`config.mk`:
```
export PLATFORM = sky130hd
export DESIGN_NAME = display_bcd_reader
export DESIGN_NICKNAME = d
export VERILOG_FILES = /design/src/rtl/display_bcd_reader.sv
export SDC_FILE = /design/constraint.sdc
export NUM_CORES = 1
export LEC_CHECK = 0
export ABC_AREA = 0
export CORE_MARGIN = 10
export CORE_UTILIZATION = 50
export CTS_CLUSTER_SIZE = 30
export DETAILED_ROUTE_END_ITERATION = 8
export GPL_ROUTABILITY_DRIVEN = 0
export GPL_TIMING_DRIVEN = 0
export PLACE_DENSITY = 0.71
export SLEW_MARGIN = 25
export SYNTH_ARGS = -nofsm -noshare
export SYNTH_HDL_FRONTEND = slang
export SYNTH_SLANG_ARGS = --single-unit
```
`constraint.sdc`:
```
create_clock -name CLOCK_50 -period 3.6 [get_ports CLOCK_50]
set_clock_uncertainty 0.15 [all_clocks]
set_input_delay 0.36 -clock CLOCK_50 [delete_from_list [all_inputs] [get_ports CLOCK_50]]
set_output_delay 0.36 -clock CLOCK_50 [all_outputs]
set_load 0.005 [all_outputs]
```
`src/rtl/display_bcd_reader.sv`:
```
// Active-low 7-segment readback: filters the segment bus for stability and
// converts accepted patterns to BCD. Define DISPLAY_BCD_READER_SYNC_EN to add a 2-flop input synchronizer.
module display_bcd_reader #(
  parameter int STABLE_CYCLES = 4
) (
  input  logic       CLOCK_50,
  input  logic       reset,
  input  logic       sample_en,
  input  logic [6:0] seg_n,
  output logic [3:0] bcd,
  output logic       bcd_valid,
  output logic       blank,
  output logic       err
);

  localparam logic [7:0] STABLE_C  = 8'(STABLE_CYCLES);
  localparam logic [6:0] SEG_BLANK = 7'h7F;

  typedef enum logic [1:0] {
    WAIT   = 2'd0,
    FILTER = 2'd1,
    LOCK   = 2'd2
  } state_t;

  // Returns {is_digit, value}; value is 4'hF for anything that is not a digit.
  function automatic logic [4:0] seg_to_digit(input logic [6:0] s);
    logic [4:0] r;
    case (s)
      7'h40:   r = {1'b1, 4'd0};
      7'h79:   r = {1'b1, 4'd1};
      7'h24:   r = {1'b1, 4'd2};
      7'h30:   r = {1'b1, 4'd3};
      7'h19:   r = {1'b1, 4'd4};
      7'h12:   r = {1'b1, 4'd5};
      7'h02:   r = {1'b1, 4'd6};
      7'h78:   r = {1'b1, 4'd7};
      7'h00:   r = {1'b1, 4'd8};
      7'h18:   r = {1'b1, 4'd9};
      default: r = {1'b0, 4'hF};
    endcase
    return r;
  endfunction

  logic [6:0] seg_s;

`ifdef DISPLAY_BCD_READER_SYNC_EN
  logic [6:0] sync1_q, sync1_d;
  logic [6:0] sync2_q, sync2_d;

  always_comb begin
    sync1_d = seg_n;
    sync2_d = sync1_q;
  end

  // Synchronizer runs every clock, independent of sample_en.
  always_ff @(posedge CLOCK_50 or posedge reset) begin
    if (reset) begin
      sync1_q <= SEG_BLANK;
      sync2_q <= SEG_BLANK;
    end else begin
      sync1_q <= sync1_d;
      sync2_q <= sync2_d;
    end
  end

  assign seg_s = sync2_q;
`else
  assign seg_s = seg_n;
`endif

  state_t     state_q, state_d;
  logic [6:0] cand_q, cand_d;
  logic [7:0] cnt_q, cnt_d;
  logic [6:0] acc_q, acc_d;
  logic [3:0] bcd_q, bcd_d;
  logic       blank_q, blank_d;
  logic       err_q, err_d;
  logic       valid_q, valid_d;

  logic       differ;
  logic       settled;
  logic       publish;
  logic [4:0] dec;

  always_comb begin
    cand_d  = cand_q;
    cnt_d   = cnt_q;
    acc_d   = acc_q;
    bcd_d   = bcd_q;
    blank_d = blank_q;
    err_d   = err_q;
    valid_d = 1'b0;
    differ  = 1'b0;
    settled = 1'b0;
    publish = 1'b0;
    dec     = seg_to_digit(cand_q);

    if (sample_en) begin
      differ = (seg_s != cand_q);
      if (differ) begin
        cand_d = seg_s;
        cnt_d  = 8'd1;
      end else if (cnt_q < STABLE_C) begin
        cnt_d = cnt_q + 8'd1;
      end
      settled = (cnt_d == STABLE_C);
      // A run that settles back on the already-published pattern is silent.
      publish = settled && (cand_d != acc_q);
    end

    if (publish) begin
      dec     = seg_to_digit(cand_d);
      acc_d   = cand_d;
      valid_d = 1'b1;
      if (dec[4]) begin
        bcd_d   = dec[3:0];
        blank_d = 1'b0;
        err_d   = 1'b0;
      end else if (cand_d == SEG_BLANK) begin
        blank_d = 1'b1;
        err_d   = 1'b0;
      end else begin
        bcd_d   = 4'hF;
        blank_d = 1'b0;
        err_d   = 1'b1;
      end
    end
  end

  always_comb begin
    state_d = state_q;
    case (state_q)
      WAIT:    if (differ) state_d = settled ? LOCK : FILTER;
      FILTER:  if (settled) state_d = LOCK;
      LOCK:    if (differ) state_d = settled ? LOCK : FILTER;
      default: state_d = WAIT;
    endcase
  end

  always_ff @(posedge CLOCK_50 or posedge reset) begin
    if (reset) begin
      state_q <= WAIT;
      cand_q  <= SEG_BLANK;
      cnt_q   <= 8'd0;
      acc_q   <= SEG_BLANK;
      bcd_q   <= 4'd0;
      blank_q <= 1'b1;
      err_q   <= 1'b0;
      valid_q <= 1'b0;
    end else begin
      state_q <= state_d;
      cand_q  <= cand_d;
      cnt_q   <= cnt_d;
      acc_q   <= acc_d;
      bcd_q   <= bcd_d;
      blank_q <= blank_d;
      err_q   <= err_d;
      valid_q <= valid_d;
    end
  end

  assign bcd       = bcd_q;
  assign blank     = blank_q;
  assign err       = err_q;
  assign bcd_valid = valid_q;

endmodule
```
==> impl_summary.md, run 1 <==
STA
For the pin with the worst max-slew slack, the measured transition is 775 ps. The smallest hold slack is 186 ps. The final number of setup-violating endpoints is 0. The number of pins with negative max-slew slack in the final report is 0. Adding up every negative setup slack in the final design gives 0 ps.

The number of endpoints with negative hold slack in the final report is 0. Derived from the worst setup path, the maximum achievable clock frequency is around 0.35 GHz. The final critical path takes up 78.8% of the cycle.

Setup repair after global routing left no endpoint under its margin. The worst pin sits at a relative slew slack of 47.9%. The shortest period the worst path allows is 2840 ps.

CTS
The buffer count from post-CTS setup fixing is 0. The number of clock buffers added by TritonCTS is 5. Clock-pin slew was measured on the worst setup and hold paths at about 80 ps. The root buffer cell chosen for the clock tree is clkbuf_4. The clock tree synthesis step divided the H-tree into 2 levels.

The TritonCTS clock tree is yes. At the later pin of the worst-skew pair, clock insertion delay measures 320 ps. The clock passes through at most 2 buffers. The number of hold-repair buffers added at the cts stage is 0. For this design, the sink count on the clock tree is 29.

Post-CTS repair changed the size of 0 cells.

Route
The aggregate routed wire length is between 3 and 4 mm. The number of detailed-route iterations in the first pass is 6. The number of nets with antenna violations after routing is 0.

Using the TritonRoute via totals, the vias-per-cell ratio works out to between 5 and 6. The first-iteration detailed-routing DRC count is 84. Across all layers, the routed design uses between 1000 and 1500 vias.

Dividing the detail-routed wire length by the instance count gives 16.1 µm. For this run, design rule violations remaining after detail routing come to 0.

Global route
The remaining global-route overflow is 0. The initial antenna violation count was 0. The global-route usage over all layers is 13.0%. Entering global routing, the biggest net connects 30 pins.

The via count of the first global-routing pass is 1393. The first global-routing pass estimated 6.51 mm of wire.

Floorplanning
The initial cell density of the core is 52.0%. The floorplan die area is 0.00626 mm². From bottom edge to top edge, the die measures 79.1 µm. The core footprint is about 0.0034 mm².

The number of cell rows is 21. For this design the top-level I/O count stands at 17. The die span in x is approximately 80 µm.

Worst setup path
STA classifies the critical path endpoint as a flop. The critical path starts at seg_n[1]. The reg-to-reg startpoint is cand_q[0]. The worst register-to-register path ends at bcd[0]. The critical path launch point type is an input port.

The most critical setup path has its endpoint at bcd[0]. The critical path data arrival time is about 2900 ps. The critical path required time is approximately 3700 ps. The depth of the most critical reg-to-reg path is 8.

The critical path class is in2reg. Along the worst path, the maximum fanout reaches 6. The setup check on the worst reg-to-reg path leaves a slack of ~800 ps.

Run status
The run finished with clean final reports.

Yosys
The number of enable-type register cells in the synthesized netlist is 0. For this run, the register share of the synthesized area comes to 42.6%. After synthesis the cells add up to around 0.0017 mm². In the synthesized netlist, the number of instances is 176.

Averaged over all synthesized cells, the footprint is 9.93 µm². The count of distinct cell types in the synthesized netlist is 47. Counting flops and latches in the post-synthesis netlist gives 29. The prevailing post-synth register cell is dfstp_2.

Of all flip-flops after synthesis, the portion carrying an async set or reset was 100%. The count of synthesis-stage warnings from yosys is 0. The post-synthesis net count is 187.

Placement
The post-detailed-placement cell area is roughly 0.0019 mm². The total placed cells including tap cells is 232. The detailed-placement wirelength estimate is 2.90 mm. The number of buffers inserted by port buffering is 10.

Finish
The post-route non-filler standard cell count is 240. At the end of the flow, the number of nets in the layout was 204. The repair_antennas step left the layout with diodes totalling 0. Of the cells placed in the final design, the portion with a size suffix greater than 1 is around a fifth.

The final design area excluding fillers is 0.00197 mm². From synthesis to final layout, the design area changed by 12.9%.

Hold path
The min-delay analysis places its worst path in the category in2reg. The worst hold path begins at seg_n[0]. Counting instances, the worst hold path has a depth of 2.

Power
The worst-case IR drop observed on VDD is 0.000235 V. The total power density per cell area is 342 mW/mm². The leakage power is 0.813 nW. Summing internal, switching and leakage power gives slightly below 0.0007 W.

Flow run
Across the run, the number of max-cap violations was 0.
## report_power, final
part           total [W]  switching (W)  internal (W)
clock network   0.000208       0.000111     0.0000963
logic           0.000117      0.0000724     0.0000446
registers       0.000351      0.0000105      0.000341
## registers in the layout, summed over array words and instances (netlist names)
signal,flops
blank,1
bcd,4
acc_q,7
cand_q,7
cnt_q,8
err,1
bcd_valid,1
## kinds of logic (layout without fill, tap and decap cells)
family	count (synthesis)	count (layout)	share of synthesized area (%)
simple gates	68	68	22.1
buf+inv	16	34	4.94
mux	9	9	5.51
flops	29	29	42.6
compound gates	35	35	15.1
xor+xnor	18	18	9.02
fa+ha+maj	1	1	0.716
## cell usage after synthesis (4+ instances only)
cell type  instances  area share, %
inv_1              6            1.3
clkbuf_1           4           0.86
xor2_1             8            4.0
nor2_1            10            2.1
dfrtp_1           14             20
mux2_2             5            3.2
mux2i_1            4            2.3
and2_1             6            2.1
nor3_1             5            1.4
o21ai_0            4            1.1
a31oi_1            4            1.4
dfstp_2           15             23
a21oi_1            5            1.4
nand2_1           27            5.8
xnor2_1           10            5.0
## worst min-delay path by stage
stage | to | slack (ps)
floorplan | bcd[0] | 280
global placement | acc_q[2] | 300
detailed placement | acc_q[0] | 300
CTS | cand_q[0] | 170
global route | cand_q[0] | 170
finish | cand_q[0] | 190
## critical path, stage by stage
cell             delay, ps
clkdlybuf4s50_1        530
xor2_1                 210
or3_1                  330
buf_6                  150
o21ai_1                150
mux2_2                 390
a211oi_1               330
o311ai_1               260
a31oi_1                220
## layer usage
layer / track usage (%) / up-vias / part of all wire (%)
met5: 0 / - / 0
met4: 5.56 / 0 / 2.4
li1: - / 662 / -
met2: 21.1 / 43 / 48
met3: 5.29 / 9 / 6.3
met1: 14.7 / 672 / 43
## metrics by stage
stage / util (%) / worst slack [ps]
after global routing: 58.7 / 604
after global placement: 56.7 / 473
after CTS: 58.4 / 680
after floorplan: - / 1070
final: 58.7 / 762
after detailed placement: 56.7 / 431
## layout make-up
cell class	count	area [µm²]
buffer	10	63.8
clock buffer	8	58.8
fill	333	1390
inverter	6	22.5
multi-input combinational	131	926
sequential	29	744
tap	46	57.6
timing repair buffer	10	100
## placed cells by master (no fill, tap or decap), types with 4 or more instances in the layout
cell and instances:
nand2_1 27, dfstp_2 15, dfrtp_1 14, xnor2_1 10, nor2_1 10, clkdlybuf4s50_1 10
xor2_1 8, clkbuf_1 6, and2_1 6, mux2_2 5, nor3_1 5, inv_1 5
a21oi_1 5, clkbuf_4 5, mux2i_1 4, o21ai_0 4, a31oi_1 4
No activity file was read; power rests on OpenSTA's default activity.
==> run 2: changes to the inputs <==
Settings changed: PLACE_DENSITY 0.71 to 0.74.
Clock period 3.6 ns to 2.44 ns, I/O delays scaled along.
==> impl_summary.md, run 2 (synthesized netlist as in run 1, its figures left out) <==
Run status
Status: complete, but fails checks (was completed). The final reports fail on setup timing.

Global route
The global-route usage over all layers is 14.9% (was 13.0%). The remaining global-route overflow is 0 (unchanged). The maximum number of pins on one net before global-route repair is 30 (unchanged). The via count of the first global-routing pass was 1578 (was 1393). The first-pass GRT wire length is 7.42 mm (was 6.51 mm).

The initial antenna violation count is 0 (unchanged).

Finish
The filler cell count in the final layout is 280 (was 333). The register with the most flip-flops is cnt_q (unchanged). The leading cell type in the layout, fill and taps excluded is nand2_1 (unchanged). The area of combinational cells with multiple inputs came to 0.00104 mm² (was 926 µm²). Top library cells by usage in the layout, fill and taps aside: 27 x nand2_1, 15 x dfstp_2, 14 x dfrtp_1 (unchanged).

The net count of the finished layout is 212 (was 204). The diode insertion count for antenna repair is 0 (unchanged). The share of cells above drive strength 1 is 29.2% (was 20.6%). The utilization after layout was 64.2% (was 58.7%). Largest regs: cnt_q (8), acc_q (7), cand_q (7) (unchanged). The sequential cell area is 744 µm² (unchanged). The number of flip-flops under the largest register name is 8 (unchanged). The area growth from synthesis to final layout was 23.5% (was 12.9%).

Worst setup path
The depth of the most critical reg-to-reg path is 8 (unchanged). The critical path class is reg2reg (was in2reg). The launch point of the critical path is cand_q[0] (was seg_n[1]). The largest fanout on the critical path is 5 (was 6). The reg-to-reg startpoint is cand_q[0] (unchanged).

The critical path required time is 2550 ps (was 3690 ps). The type of destination of the critical path is a flop (unchanged). The critical path data arrival time is 2620 ps (was 2930 ps). The minimum setup slack among reg-to-reg paths was -70 ps (was 800 ps). The critical path launch point type is a flop (was input port).

STA
Unrepaired setup endpoints after global routing: yes (was no). The headroom to the max-slew limit was 47.1% (was 47.9%). The final worst slack is -72.0 ps (was 762 ps).

The smallest hold slack came to 64.4 ps (was 186 ps). The number of endpoints with negative hold slack in the final report is 0 (unchanged). The number of pins with negative max-slew slack in the final report is 0 (unchanged). The actual transition at the worst max-transition pin was 787 ps (was 775 ps). The final number of setup-violating endpoints is 5 (was 0).

Based on the critical path, the design can be clocked at up to 0.398 GHz. The smallest clock period supported by the final layout is computed as 2510 ps. In the finished design, the share of the clock period the worst path needs comes to 103%.

Hold path
The worst min-delay path category is in2reg (unchanged). The count of cells along the worst hold path was 2 (unchanged). The hold path startpoint is seg_n[0] (unchanged).

CTS
The TritonCTS clock tree is yes (unchanged). The number of hold-repair buffers added at the cts stage is 0 (unchanged). The CTS buffer count is 5 (unchanged).

The post-CTS clock slew at the launch and capture registers of the worst setup and hold paths was 90 ps (was 80 ps). The total clock sinks is 29 (unchanged). The clock network latency to the later pin of the worst-skew pair came to 340 ps (was 320 ps). The buffer type at the clock tree root is clkbuf_4 (unchanged). The largest buffer count on any clock path is 2 (unchanged). The depth of the CTS H-tree is 2 (unchanged).

Placement
The detailed-placement wirelength estimate is 2.95 mm (was 2.90 mm). The number of buffers inserted by port buffering was 10 (unchanged).

Power
The leakage power is 0.904 nW (was 0.813 nW). The maximum ir drop on the vdd rail is 0.000227 V (was 0.000235 V). The total power density per cell area came to 497 mW/mm² (was 342 mW/mm²).

Route
The aggregate routed wire length was 4.33 mm (was 3.85 mm). The average vias per placed instance was 5.71 (was 5.78). The number of nets with antenna violations after routing is 0 (unchanged).

The detail-routed net length per standard cell is 17.4 µm (was 16.1 µm). The DRC violation count after routing is 0 (unchanged). The first-iteration detailed-routing DRC count is 62 (was 84). The via count of the routed design is 1417 (was 1386). The number of detailed-route iterations in the first pass is 4 (was 6).

Floorplanning
The I/O pin count is 17 (unchanged). The die span in x is 79.1 µm (unchanged). The initial cell density of the core was 52.0% (unchanged). The die extent in y is 79.1 µm (unchanged). The core footprint was 0.00336 mm² (unchanged).

The number of cell rows is 21 (unchanged). The floorplan die area is 0.00626 mm² (unchanged).

Flow run
The reported max-cap violation count was 0 (unchanged).
==> run 2: path summary, 6_finish.rpt <==
path	to
worst max-delay path	bcd[3]
worst min-delay path	cand_q[0]
worst max register to register	bcd[3]
worst min register to register	acc_q[2]
max in group asynchronous	bcd[2]
min in group asynchronous	cnt_q[4]
==> run 2: cell type report <==
cell class	instances	area share (%)
sequential	29	34.5
tap	46	2.67
buffer	9	2.43
timing repair buffer	19	7.71
multi-input combinational	131	48.4
inverter	6	1.04
clock inverter	1	0.232
clock buffer	7	3.01
==> run 2: what timing repair did <==
item                                   in CTS  in global routing
pin swaps                                   7                  3
setup endpoints to repair                  12                  8
endpoints found under the hold margin       0                  0
buffers inserted                            9                  0
gates resized for setup                    13                  3
==> run 2: layer usage <==
| metal | global-route usage (%) | routed length (µm) | vias to the layer above |
|---|---|---|---|
| met5 | 0 | 0 | - |
| met4 | 7.35 | 117 | 0 |
| met3 | 5.86 | 318 | 11 |
| met2 | 24.9 | 2140 | 45 |
| met1 | 16.2 | 1750 | 689 |
| li1 | - | - | 672 |
==> run 2: through the flow <==
| stage | setup slack, ps | setup TNS (ps) | cells | cell area, µm² | total power (W) |
|---|---|---|---|---|---|
| finish | -72.0 | -216 | 248 | 2160 | 0.00107 |
| global route | -167 | -732 | 248 | 2160 | 0.00112 |
| CTS | -88.2 | -301 | 248 | 2150 | 0.00107 |
| floorplan | 20.2 | 0 | 176 | 1780 | 0.000663 |
| global placement | -611 | -5410 | 232 | 1940 | 0.000699 |
| detailed placement | -618 | -5590 | 232 | 1940 | 0.000704 |
==> run 2: worst max-delay path: stages (launching register included) <==
cell,delay [ps]
dfstp_2,550
xor2_1,60
or3_1,380
buf_6,150
o21ai_4,140
mux2_4,360
a32oi_4,280
o311ai_4,170
a31oi_1,200
==> run 2: where the power goes <==
part | internal [W] | leakage, nW | switching [W]
registers | 0.000503 | 0.347 | 0.0000126
logic | 0.0000841 | 0.517 | 0.000133
clock network | 0.000167 | 0.0413 | 0.000174
total | 0.000753 | 0.904 | 0.000320
